<file path="src/rtl/uop_replay_sequencer_pkg.sv">
// Shared types and sizing for the uop replay sequencer and its FIFO.
package uop_replay_sequencer_pkg;

    localparam int UOP_ADDR_W     = 6;
    localparam int UOP_DATA_W     = 32;
    localparam int UOP_FIFO_DEPTH = 4;

    typedef enum logic [1:0] {
        ST_IDLE  = 2'd0,
        ST_RUN   = 2'd1,
        ST_DRAIN = 2'd2
    } seq_state_e;

    // Pointer width for a ring of 'depth' slots; a single-slot ring still needs one bit.
    function automatic int fifo_ptr_w(input int depth);
        return (depth > 1) ? $clog2(depth) : 1;
    endfunction

endpackage

</file>
<file path="src/rtl/uop_replay_sequencer_if.sv">
// Cache read port plus issue-side uop stream, bundled for the sequencer.
interface uop_replay_sequencer_if
    import uop_replay_sequencer_pkg::*;
#(
    parameter int ADDR_W = UOP_ADDR_W,
    parameter int DATA_W = UOP_DATA_W
) ();

    logic              cache_rd_en;
    logic [ADDR_W-1:0] cache_rd_addr;
    logic [DATA_W-1:0] cache_rd_data;
    logic              uop_valid;
    logic              uop_ready;
    logic [DATA_W-1:0] uop_data;
    logic              uop_last;

    modport master (
        output cache_rd_en, cache_rd_addr,
        input  cache_rd_data,
        output uop_valid, uop_data, uop_last,
        input  uop_ready
    );

    modport slave (
        input  cache_rd_en, cache_rd_addr,
        output cache_rd_data,
        input  uop_valid, uop_data, uop_last,
        output uop_ready
    );

endinterface

</file>
<file path="src/rtl/uop_sync_fifo.sv">
// Synchronous ring FIFO with occupancy count and a flush that empties it in one cycle.
module uop_sync_fifo
    import uop_replay_sequencer_pkg::*;
#(
    parameter int WIDTH = UOP_DATA_W + 1,
    parameter int DEPTH = UOP_FIFO_DEPTH,
    parameter int CNT_W = $clog2(DEPTH + 1)
) (
    input  logic             clk,
    input  logic             reset,
    input  logic             flush,
    input  logic             push,
    input  logic [WIDTH-1:0] push_data,
    input  logic             pop,
    output logic [WIDTH-1:0] pop_data,
    output logic [CNT_W-1:0] count
);

    localparam int               PTR_W     = fifo_ptr_w(DEPTH);
    localparam logic [PTR_W-1:0] PTR_ZERO  = {PTR_W{1'b0}};
    localparam logic [PTR_W-1:0] PTR_ONE   = PTR_W'(1);
    localparam logic [PTR_W-1:0] PTR_LAST  = PTR_W'(DEPTH - 1);
    localparam logic [CNT_W-1:0] CNT_ZERO  = {CNT_W{1'b0}};
    localparam logic [CNT_W-1:0] CNT_ONE   = CNT_W'(1);
    localparam logic [CNT_W-1:0] DEPTH_CNT = CNT_W'(DEPTH);

    logic [WIDTH-1:0] mem_q [DEPTH];
    logic [PTR_W-1:0] wr_ptr_q, wr_ptr_d;
    logic [PTR_W-1:0] rd_ptr_q, rd_ptr_d;
    logic [CNT_W-1:0] count_q, count_d;
    logic             pop_ok_s;
    logic             push_ok_s;

    assign pop_ok_s  = pop && (count_q != CNT_ZERO);
    // A full FIFO still accepts a push when the head leaves in the same cycle.
    assign push_ok_s = push && ((count_q != DEPTH_CNT) || pop_ok_s);
    assign pop_data  = mem_q[rd_ptr_q];
    assign count     = count_q;

    // Next pointers and occupancy; flush wins over push and pop.
    always_comb begin
        wr_ptr_d = wr_ptr_q;
        rd_ptr_d = rd_ptr_q;
        count_d  = count_q;
        if (flush) begin
            wr_ptr_d = PTR_ZERO;
            rd_ptr_d = PTR_ZERO;
            count_d  = CNT_ZERO;
        end else begin
            if (push_ok_s) begin
                wr_ptr_d = (wr_ptr_q == PTR_LAST) ? PTR_ZERO : wr_ptr_q + PTR_ONE;
            end else begin
                wr_ptr_d = wr_ptr_q;
            end
            if (pop_ok_s) begin
                rd_ptr_d = (rd_ptr_q == PTR_LAST) ? PTR_ZERO : rd_ptr_q + PTR_ONE;
            end else begin
                rd_ptr_d = rd_ptr_q;
            end
            case ({push_ok_s, pop_ok_s})
                2'b10:   count_d = count_q + CNT_ONE;
                2'b01:   count_d = count_q - CNT_ONE;
                default: count_d = count_q;
            endcase
        end
    end

    // Pointer and count registers.
    always_ff @(posedge clk or negedge reset) begin
        if (!reset) begin
            wr_ptr_q <= PTR_ZERO;
            rd_ptr_q <= PTR_ZERO;
            count_q  <= CNT_ZERO;
        end else begin
            wr_ptr_q <= wr_ptr_d;
            rd_ptr_q <= rd_ptr_d;
            count_q  <= count_d;
        end
    end

    // Storage array.
    always_ff @(posedge clk or negedge reset) begin
        if (!reset) begin
            for (int i = 0; i < DEPTH; i++) begin
                mem_q[i] <= {WIDTH{1'b0}};
            end
        end else if (push_ok_s && !flush) begin
            mem_q[wr_ptr_q] <= push_data;
        end
    end

    uop_sync_fifo_chk #(
        .DEPTH (DEPTH),
        .CNT_W (CNT_W)
    ) u_chk (
        .clk    (clk),
        .reset  (reset),
        .push   (push),
        .pop_ok (pop_ok_s),
        .count  (count_q)
    );

endmodule

</file>
<file path="src/rtl/uop_sync_fifo_chk.sv">
// Occupancy checks for uop_sync_fifo; holds only assertions.
module uop_sync_fifo_chk #(
    parameter int DEPTH = 4,
    parameter int CNT_W = 3
) (
    input logic             clk,
    input logic             reset,
    input logic             push,
    input logic             pop_ok,
    input logic [CNT_W-1:0] count
);

    localparam logic [CNT_W-1:0] DEPTH_CNT = CNT_W'(DEPTH);

    // A push into a full FIFO without a matching pop would lose an entry.
    a_no_overflow: assert property (@(posedge clk) disable iff (!reset)
        !(push && (count == DEPTH_CNT) && !pop_ok));

    a_count_bound: assert property (@(posedge clk) disable iff (!reset)
        count <= DEPTH_CNT);

endmodule

</file>
<file path="src/rtl/uop_replay_sequencer.sv">
// Streams a window of the uop cache, repeated a programmable number of times,
// into a valid/ready issue stream buffered by a small FIFO.
module uop_replay_sequencer
    import uop_replay_sequencer_pkg::*;
#(
    parameter int ADDR_W     = UOP_ADDR_W,
    parameter int DATA_W     = UOP_DATA_W,
    parameter int FIFO_DEPTH = UOP_FIFO_DEPTH
) (
    input  logic                  clk,
    input  logic                  reset,
    input  logic                  start,
    input  logic [ADDR_W-1:0]     start_addr,
    input  logic [ADDR_W:0]       length,
    input  logic [3:0]            repeat_cnt,
    input  logic                  abort,
    output logic                  busy,
    output logic                  done,
    uop_replay_sequencer_if.master bus
);

    localparam int                CNT_W     = $clog2(FIFO_DEPTH + 1);
    localparam logic [CNT_W-1:0]  CNT_ZERO  = {CNT_W{1'b0}};
    localparam logic [CNT_W-1:0]  CNT_ONE   = CNT_W'(1);
    localparam logic [ADDR_W:0]   LEN_ZERO  = {(ADDR_W+1){1'b0}};
    localparam logic [ADDR_W:0]   LEN_ONE   = {{ADDR_W{1'b0}}, 1'b1};
    localparam logic [ADDR_W-1:0] ADDR_ZERO = {ADDR_W{1'b0}};
    localparam logic [3:0]        PASS_ZERO = 4'd0;
    localparam logic [3:0]        PASS_ONE  = 4'd1;

    seq_state_e        state_q, state_d;
    logic [ADDR_W-1:0] base_q, base_d;
    logic [ADDR_W:0]   len_q, len_d;
    logic [ADDR_W:0]   offset_q, offset_d;
    logic [3:0]        rep_q, rep_d;
    logic [3:0]        pass_q, pass_d;
    logic              inflight_q, inflight_d;
    logic              inflight_last_q, inflight_last_d;
    logic              done_q, done_d;

    logic              rd_en_s;
    logic              space_s;
    logic              off_end_s;
    logic              pass_end_s;
    logic              drain_empty_s;
    logic              fifo_push_s;
    logic              fifo_pop_s;
    logic [CNT_W-1:0]  fifo_count_s;
    logic [DATA_W:0]   fifo_head_s;

    // Reads already in flight count against FIFO space, so a push never finds it overfull.
    assign space_s    = (int'(fifo_count_s) + int'(inflight_q)) < FIFO_DEPTH;
    assign off_end_s  = (offset_q + LEN_ONE) == len_q;
    assign pass_end_s = (pass_q == rep_q);

    // Retiring now empties the FIFO with nothing left to arrive, so done lands right after the last transfer.
    assign drain_empty_s = !inflight_q &&
                           ((fifo_count_s == CNT_ZERO) ||
                            ((fifo_count_s == CNT_ONE) && fifo_pop_s));

    // Next-state, counters and read issue; abort overrides every other event.
    always_comb begin
        state_d  = state_q;
        base_d   = base_q;
        len_d    = len_q;
        rep_d    = rep_q;
        offset_d = offset_q;
        pass_d   = pass_q;
        done_d   = 1'b0;
        rd_en_s  = 1'b0;
        if (abort) begin
            state_d = ST_IDLE;
        end else begin
            case (state_q)
                ST_IDLE: begin
                    if (start && (length != LEN_ZERO)) begin
                        state_d  = ST_RUN;
                        base_d   = start_addr;
                        len_d    = length;
                        rep_d    = repeat_cnt;
                        offset_d = LEN_ZERO;
                        pass_d   = PASS_ZERO;
                    end else begin
                        state_d  = ST_IDLE;
                    end
                end
                ST_RUN: begin
                    rd_en_s = space_s;
                    if (space_s && off_end_s) begin
                        offset_d = LEN_ZERO;
                        pass_d   = pass_q + PASS_ONE;
                        state_d  = pass_end_s ? ST_DRAIN : ST_RUN;
                    end else if (space_s) begin
                        offset_d = offset_q + LEN_ONE;
                    end else begin
                        offset_d = offset_q;
                    end
                end
                ST_DRAIN: begin
                    if (drain_empty_s) begin
                        state_d = ST_IDLE;
                        done_d  = 1'b1;
                    end else begin
                        state_d = ST_DRAIN;
                    end
                end
                default: state_d = ST_IDLE;
            endcase
        end
        inflight_d      = rd_en_s;
        inflight_last_d = rd_en_s && off_end_s && pass_end_s;
    end

    // State, command and counter registers.
    always_ff @(posedge clk or negedge reset) begin
        if (!reset) begin
            state_q         <= ST_IDLE;
            base_q          <= ADDR_ZERO;
            len_q           <= LEN_ZERO;
            rep_q           <= PASS_ZERO;
            offset_q        <= LEN_ZERO;
            pass_q          <= PASS_ZERO;
            inflight_q      <= 1'b0;
            inflight_last_q <= 1'b0;
            done_q          <= 1'b0;
        end else begin
            state_q         <= state_d;
            base_q          <= base_d;
            len_q           <= len_d;
            rep_q           <= rep_d;
            offset_q        <= offset_d;
            pass_q          <= pass_d;
            inflight_q      <= inflight_d;
            inflight_last_q <= inflight_last_d;
            done_q          <= done_d;
        end
    end

    assign fifo_push_s = inflight_q && !abort;
    assign fifo_pop_s  = bus.uop_valid && bus.uop_ready;

    uop_sync_fifo #(
        .WIDTH (DATA_W + 1),
        .DEPTH (FIFO_DEPTH),
        .CNT_W (CNT_W)
    ) u_fifo (
        .clk       (clk),
        .reset     (reset),
        .flush     (abort),
        .push      (fifo_push_s),
        .push_data ({inflight_last_q, bus.cache_rd_data}),
        .pop       (fifo_pop_s),
        .pop_data  (fifo_head_s),
        .count     (fifo_count_s)
    );

    assign busy              = (state_q != ST_IDLE);
    assign done              = done_q;
    assign bus.cache_rd_en   = rd_en_s;
    assign bus.cache_rd_addr = rd_en_s ? (base_q + offset_q[ADDR_W-1:0]) : ADDR_ZERO;
    assign bus.uop_valid     = (fifo_count_s != CNT_ZERO);
    assign bus.uop_data      = bus.uop_valid ? fifo_head_s[DATA_W-1:0] : {DATA_W{1'b0}};
    assign bus.uop_last      = bus.uop_valid && fifo_head_s[DATA_W];

endmodule

</file>
<file path="src/flat_wrapper.sv">
// flat-port wrapper written by rule: the top's interface ports become plain ports
module uop_replay_sequencer_flat import uop_replay_sequencer_pkg::*;
#(
    parameter int ADDR_W     = UOP_ADDR_W,
    parameter int DATA_W     = UOP_DATA_W,
    parameter int FIFO_DEPTH = UOP_FIFO_DEPTH
)
  (clk, reset, start, start_addr, length, repeat_cnt, abort, busy, done, bus_cache_rd_en, bus_cache_rd_addr, bus_cache_rd_data, bus_uop_valid, bus_uop_data, bus_uop_last, bus_uop_ready);
  uop_replay_sequencer_if #(.ADDR_W(ADDR_W), .DATA_W(DATA_W)) bus_i ();
  input  logic clk;
  input  logic reset;
  input  logic start;
  input  logic [ADDR_W-1:0] start_addr;
  input  logic [ADDR_W:0] length;
  input  logic [3:0] repeat_cnt;
  input  logic abort;
  output logic busy;
  output logic done;
  output wire logic [$bits(bus_i.cache_rd_en)-1:0] bus_cache_rd_en;
  output wire logic [$bits(bus_i.cache_rd_addr)-1:0] bus_cache_rd_addr;
  input wire logic [$bits(bus_i.cache_rd_data)-1:0] bus_cache_rd_data;
  output wire logic [$bits(bus_i.uop_valid)-1:0] bus_uop_valid;
  output wire logic [$bits(bus_i.uop_data)-1:0] bus_uop_data;
  output wire logic [$bits(bus_i.uop_last)-1:0] bus_uop_last;
  input wire logic [$bits(bus_i.uop_ready)-1:0] bus_uop_ready;
  assign bus_cache_rd_en = bus_i.cache_rd_en;
  assign bus_cache_rd_addr = bus_i.cache_rd_addr;
  assign bus_i.cache_rd_data = bus_cache_rd_data;
  assign bus_uop_valid = bus_i.uop_valid;
  assign bus_uop_data = bus_i.uop_data;
  assign bus_uop_last = bus_i.uop_last;
  assign bus_i.uop_ready = bus_uop_ready;
  uop_replay_sequencer #(.ADDR_W(ADDR_W), .DATA_W(DATA_W), .FIFO_DEPTH(FIFO_DEPTH)) u_core (.clk(clk), .reset(reset), .start(start), .start_addr(start_addr), .length(length), .repeat_cnt(repeat_cnt), .abort(abort), .busy(busy), .done(done), .bus(bus_i));
endmodule
</file>
<file path="config.mk">
export PLATFORM = sky130hd
export DESIGN_NAME = uop_replay_sequencer_flat
export DESIGN_NICKNAME = d
export VERILOG_FILES = /design/src/rtl/uop_replay_sequencer_pkg.sv /design/src/rtl/uop_replay_sequencer_if.sv /design/src/rtl/uop_sync_fifo.sv /design/src/rtl/uop_sync_fifo_chk.sv /design/src/rtl/uop_replay_sequencer.sv /design/src/flat_wrapper.sv
export SDC_FILE = /design/constraint.sdc
export NUM_CORES = 1
export LEC_CHECK = 0
export CAP_MARGIN = 20
export CORE_MARGIN = 2
export CORE_UTILIZATION = 45
export DETAILED_ROUTE_END_ITERATION = 16
export PLACE_DENSITY = 0.78
export SYNTH_ARGS = -nofsm -noshare
export SYNTH_HDL_FRONTEND = slang
export SYNTH_SLANG_ARGS = --single-unit
</file>
<file path="constraint.sdc">
create_clock -name clk -period 3.9 [get_ports clk]
set_input_delay 0.39 -clock clk [delete_from_list [all_inputs] [get_ports clk]]
set_output_delay 0.39 -clock clk [all_outputs]
set_load 0.01 [all_outputs]
</file>
# Word-level counts from Yosys, hierarchy flattened
# Index checks and enable logic that the tools add are counted.
dict set report op_classes {
  order_cmp 4
  n_eq_ne 14
  reduce_logical 29
  mux 34
  bitwise_logic 3
  n_addsub 8
}
# cell count
set ops {}
lappend ops {{bitwise mux 132 bit} 1}
lappend ops {{two-way mux 33 bit} 3}
lappend ops {{binary-select mux 33 bit (select 2 bit)} 1}
lappend ops {{demux 33 bit (select 2 bit)} 1}
lappend ops {{less-than comparator 32 x 4 -> 1 bit (second input constant)} 1}
lappend ops {{two-way mux 32 bit} 1}
lappend ops {{two-way mux 7 bit} 3}
lappend ops {{two-way mux 2 bit} 10}
lappend ops {{case mux 7 bit (2 select lines)} 1}
lappend ops {{logical AND 1 bit} 13}
lappend ops {{== test 2 bit (second input constant)} 4}
lappend ops {{two-way mux 4 bit} 2}
lappend ops {{case mux 4 bit (2 select lines)} 1}
lappend ops {{AND reduction 4 bit} 2}
lappend ops {{nonzero test 2 bit} 4}
lappend ops {{adder 7 x 1 -> 7 bit (second input constant)} 1}
lappend ops {{== test 7 bit} 1}
lappend ops {{nonzero test 7 bit} 1}
lappend ops {{adder 6 bit} 1}
lappend ops {{>= comparator 3 bit (second input constant)} 2}
lappend ops {{two-way mux 1 bit} 6}
lappend ops {{two-way mux 6 bit} 1}
lappend ops {{NOT 2 -> 3 bit} 2}
lappend ops {{case mux 2 bit (3 select lines)} 1}
lappend ops {{22 further kinds} 28}
dict set report totals {
  elab_cells 108
  inputBits 54
  out_inout_bits 43
  register_bits 172
}

# Longest topological paths before layout
dict set report depth {
  depth_word 8
  ltp_mapped 8
}

# Cells and area by module
# From an unflattened synthesis, not the netlist that was laid out.
dict set report hier_totals {
  cells_unflattened 611
  hier_area_um2 9047.4
}
# module seq_area_each_um2 area_per_inst_um2 n_inst cells_each
set by_module_without_submodules {}
lappend by_module_without_submodules {uop_sync_fifo 3478.3 6864.1 1 378}
lappend by_module_without_submodules {uop_replay_sequencer 825.8 2183.3 1 233}

# Least setup slack after synthesis
# No wires, ideal clock.
dict set report synth_timing {
  kind {register to register}
  startpoint {register u_core.offset_q[0]}
  endpoint {register u_core.pass_q[3]}
  period_less_slack_ns 2.149
  stages_incl_launch_ff 8
  setup_slack_ns 1.751
  t_arrival_ns 2.028
  t_required_ns 3.779
  cell_sequence {dfrtp_1 > ha_1 > xor2_1 > o2111ai_1 > o21ai_4 > or2_2 > o31a_2 > o22a_1}
}
dict set report synth_via {
  elab_chain_cells 5
}
# item line
set synth_lines {}
lappend synth_lines {{start, declared} uop_replay_sequencer.sv:34} ;# logic [ADDR_W:0] offset_q, offset_d;
lappend synth_lines {{start signal, assigned} uop_replay_sequencer.sv:131} ;# offset_q <= offset_d;
lappend synth_lines {{adder 7 x 1 -> 7 bit} uop_replay_sequencer.sv:53} ;# assign off_end_s = (offset_q + LEN_ONE) == len_q;
lappend synth_lines {{== test 7 bit} uop_replay_sequencer.sv:53}
lappend synth_lines {{logical AND 1 bit} uop_replay_sequencer.sv:89} ;# if (space_s && off_end_s) begin
lappend synth_lines {{!= test 2 x 1 -> 1 bit (no line)} --}
lappend synth_lines {{AND reduction 4 bit (no line)} --}
lappend synth_lines {{end signal, assigned} uop_replay_sequencer.sv:132} ;# pass_q <= pass_d;
lappend synth_lines {{end, declared} uop_replay_sequencer.sv:36} ;# logic [3:0] pass_q, pass_d;
# No other way between the ends.
# A chain may end at the register's enable or synchronous reset.

# Worst setup path after layout
dict set report layout_timing {
  startpoint {register u_core.u_fifo.count_q[0], in the netlist u_core.u_fifo.count[0]}
  endpoint {output port bus_uop_data[14]}
}
dict set report layout_via {
  elab_chain_cells 2
}
# item line
set layout_lines {}
lappend layout_lines {{start, declared} uop_sync_fifo.sv:30} ;# logic [CNT_W-1:0] count_q, count_d;
lappend layout_lines {{start signal, assigned} uop_sync_fifo.sv:77} ;# count_q <= count_d;
lappend layout_lines {{nonzero test 3 bit} uop_replay_sequencer.sv:161} ;# assign bus.uop_valid = (fifo_count_s != CNT_ZERO);
lappend layout_lines {{two-way mux 32 bit} uop_replay_sequencer.sv:162} ;# assign bus.uop_data = bus.uop_valid ? fifo_head_s[DATA_W-1:0] : {DATA_W{1'b0}};
lappend layout_lines {{end, declared} flat_wrapper.sv:23} ;# output wire logic [$bits(bus_i.uop_data)-1:0] bus_uop_data;
# No other way between the ends.

==> flow_summary.json <==
{
  "rsz0062_at_grt": "no",
  "post-route-drc-count": 0,
  "power.leakage_uw": 0.00446,
  "r2r-start": "u_core.u_fifo.count[0]",
  "p_per_area_nw_per_um2": 641,
  "grt_max_degree": 111,
  "status": "completed",
  "grtUsageTotal_pct": 18.8,
  "io_pins": 97,
  "grt_pass1_wl_um": 29200,
  "synth_largest_area_cell": "dfrtp_1",
  "finalCritPeriodShare_pct": 85.1,
  "wire_per_inst_um": 18.9,
  "h-tree-depth": 4,
  "clock_skew_ps": 9.09,
  "required_ps": 3510,
  "power_switching_uw": 2040,
  "cts_resized": 0,
  "synth-seq-cells": 172,
  "drt-initial-drc-count": 254,
  "synthFlopType": "dfrtp_1",
  "r2r_slack_ps": 1040,
  "slowest_delay_ps": 670,
  "grt_pass1_vias": 5814,
  "synth_cells": 600,
  "clkPwrFrac_pct": 24.6,
  "vias": 5161,
  "diodes": 0,
  "area_growth_pct": 20.6,
  "synth_top_area_share_pct": 51.8,
  "clock_latency_ps": 420,
  "syn_area_per_cell_um2": 13.9,
  "cts_buffers": 17,
  "max-slew-margin-rel_pct": 32.1,
  "pwr-share-seq_pct": 39.1,
  "core_um2": 18000,
  "yosysWarningCount": 0,
  "first_pass_iters": 4,
  "rr_endpoint": "u_core.u_fifo.mem_q[99]",
  "synth_async_sr_flop_share_pct": 100,
  "period_needed_ps": 3320,
  "fp.dieW_um": 140,
  "sw_frac_of_total_pct": 31.8,
  "p_comb_share_pct": 36.4,
  "ys_seq_area_share_pct": 51.8,
  "internal_power_uw": 4380,
  "routed_wl_um": 17500,
  "cts_tree": "built",
  "hold_path_class": "input pin to async pin",
  "worstPathCellList": "inv_1, ha_1, nand2b_1, buf_4, and2_1, clkdlybuf4s50_1",
  "peakVddDrop_v": 0.000441,
  "postCtsSetupRepairBufs": 0,
  "worstMarginPinSlew_ps": 1010,
  "holdWs_ps": 96.5,
  "cts_buffer_depth": 2,
  "drive_above_1_share_pct": 34.7,
  "setup_tns_ps": 0,
  "vias_per_cell": 5.56,
  "setup_viol": 0,
  "synth_top_cells_by_area": "dfrtp_1 52%, mux2_2 20%, mux4_2 8.9%",
  "root_buffer": "clkbuf_16",
  "cts.sinks": 172,
  "dp_hpwl_um": 11400,
  "place.gp.congestion": 0.754,
  "synth_nets": 670,
  "final_hold_viol_count": 0,
  "io_buffers": 96,
  "dieArea_um2": 19600,
  "worstSetupPathType": "flop to output port",
  "synth-edff-count": 0,
  "fin_nets": 757,
  "synth.distinct_cells": 55,
  "startpoint_type": "flop",
  "worstPathArrival_ps": 2930,
  "antenna_found_initial": 0,
  "max-cap-violations": 0,
  "netlist_area_um2": 8310,
  "fmax_mhz": 301,
  "dieHeight_um": 140,
  "overflow": 0,
  "clk_pin_slew_ps": 70,
  "r2r_cells": 6,
  "worstSetupEndpointType": "output port",
  "start_util_pct": 46.1,
  "antenna_left": 0,
  "slew_viol_final": 0,
  "slowest_stage": "nand2b_1",
  "path_max_fanout": 21,
  "rows": 49,
  "ctsHoldBuffers": 0
}
routing by layer:
metal / GRT usage [%] / routed length, um / vias to the layer above
li1: - / - / 2342
met1: 23.1 / 7490 / 2692
met3: 4.75 / 740 / 17
met4: 4.53 / 154 / 0
met2: 33.3 / 9150 / 110
met5: 0 / 0 / -
flip-flops by register name, indices dropped and copies added (netlist names):
| name | cells |
|---|---|
| u_core.state_q | 2 |
| u_core.inflight_last_q | 1 |
| u_core.len_q | 7 |
| u_core.rep_q | 4 |
| u_core.u_fifo.rd_ptr_q | 2 |
| u_core.base_q | 6 |
| u_core.done | 1 |
| u_core.u_fifo.wr_ptr_q | 2 |
| u_core.inflight_q | 1 |
| u_core.pass_q | 4 |
| u_core.offset_q | 7 |
| u_core.u_fifo.mem_q | 132 |
| u_core.u_fifo.count | 3 |
placed cells by master, fill, tap and decap left out, types with 3 or more instances in the layout:
master,count
a31oi_1,6
dfrtp_1,170
nor4_1,4
nand3b_1,3
mux4_2,33
a21o_1,3
o21ai_0,4
clkinvlp_4,3
inv_6,5
ha_1,15
inv_1,11
nand3_1,5
clkdlybuf4s50_1,95
clkbuf_16,17
nor3_1,7
nor2_1,14
xnor2_1,11
nand2_1,20
nand2_2,4
o21ai_1,6
mux2_2,149
clkinv_4,4
a21oi_1,12
or3_1,4
or2_2,5
and2_1,37
buf_4,4
xor2_1,10
cell usage after synthesis (all sizes together) (2+ instances only):
cell / number
inv: 11
dfrtp: 172
nand3: 6
o21ai: 12
nor2: 15
mux2i: 2
nor3: 8
o31ai: 3
ha: 15
xor2: 10
a21oi: 12
xnor2: 11
a31oi: 6
buf: 21
nand3b: 3
mux2: 149
nor4: 5
or3: 4
clkbuf: 12
or2: 5
mux4: 33
nand2b: 2
nand2: 24
and2: 38
a21o: 3
and3: 3
area by class of cell:
type                       instances  area, um^2
clock buffer                      18         439
timing repair buffer             101        1010
inverter                          11        41.3
multi-input combinational        384        3820
fill                            1446        8000
sequential                       172        4310
tap                              229         287
clock inverter                    14         111
critical path: cells and delay by family (launching register included):
family	cells	cell delay [ps]
DFF	1	430
buffers and inverters	3	960
adders and majority gates	1	240
and+or+nand+nor	2	840
power groups by stage:
stage                     clock network (uW)  registers [uW]  logic, uW
final                                   1580            2510       2340
after global routing                    1690            2570       2540
after CTS                               1610            2520       2370
after detailed placement                   0            2550       2360
after global placement                     0            2500       2290
after floorplan                            0            2370       1600
kinds of logic after synthesis:
family | share of synthesized area (%)
AND/OR/NAND/NOR | 8.31
multiplexers | 29.4
adder cells (fa/ha/maj) | 2.50
XOR/XNOR | 2.21
flip-flops | 51.8
buffers and inverters | 2.30
AO/OA/AOI/OAI | 3.51
stage by stage:
stage               area, um^2  cells  setup WS (ps)  util (%)  total power, uW
finish                   10000    929            580      55.6             6430
global route             10000    929            428      55.6             6810
CTS                      10000    929            554      55.6             6500
detailed placement        9470    897            744      52.5             4900
global placement          9470    897            811      52.5             4790
floorplan                 8310    600           1750         -             3960
worst max-delay path by stage:
stage | start | end | slack (ps)
floorplan | u_core.offset_q[0] | u_core.pass_q[3] | 1750
global placement | abort | u_core.u_fifo.mem_q[106] | 810
detailed placement | abort | u_core.u_fifo.mem_q[122] | 740
CTS | u_core.u_fifo.count[0] | bus_uop_data[1] | 550
global route | u_core.u_fifo.count[0] | bus_uop_data[8] | 430
finish | u_core.u_fifo.count[0] | bus_uop_data[14] | 580
Note: power is estimated with default switching activity, not from simulation.
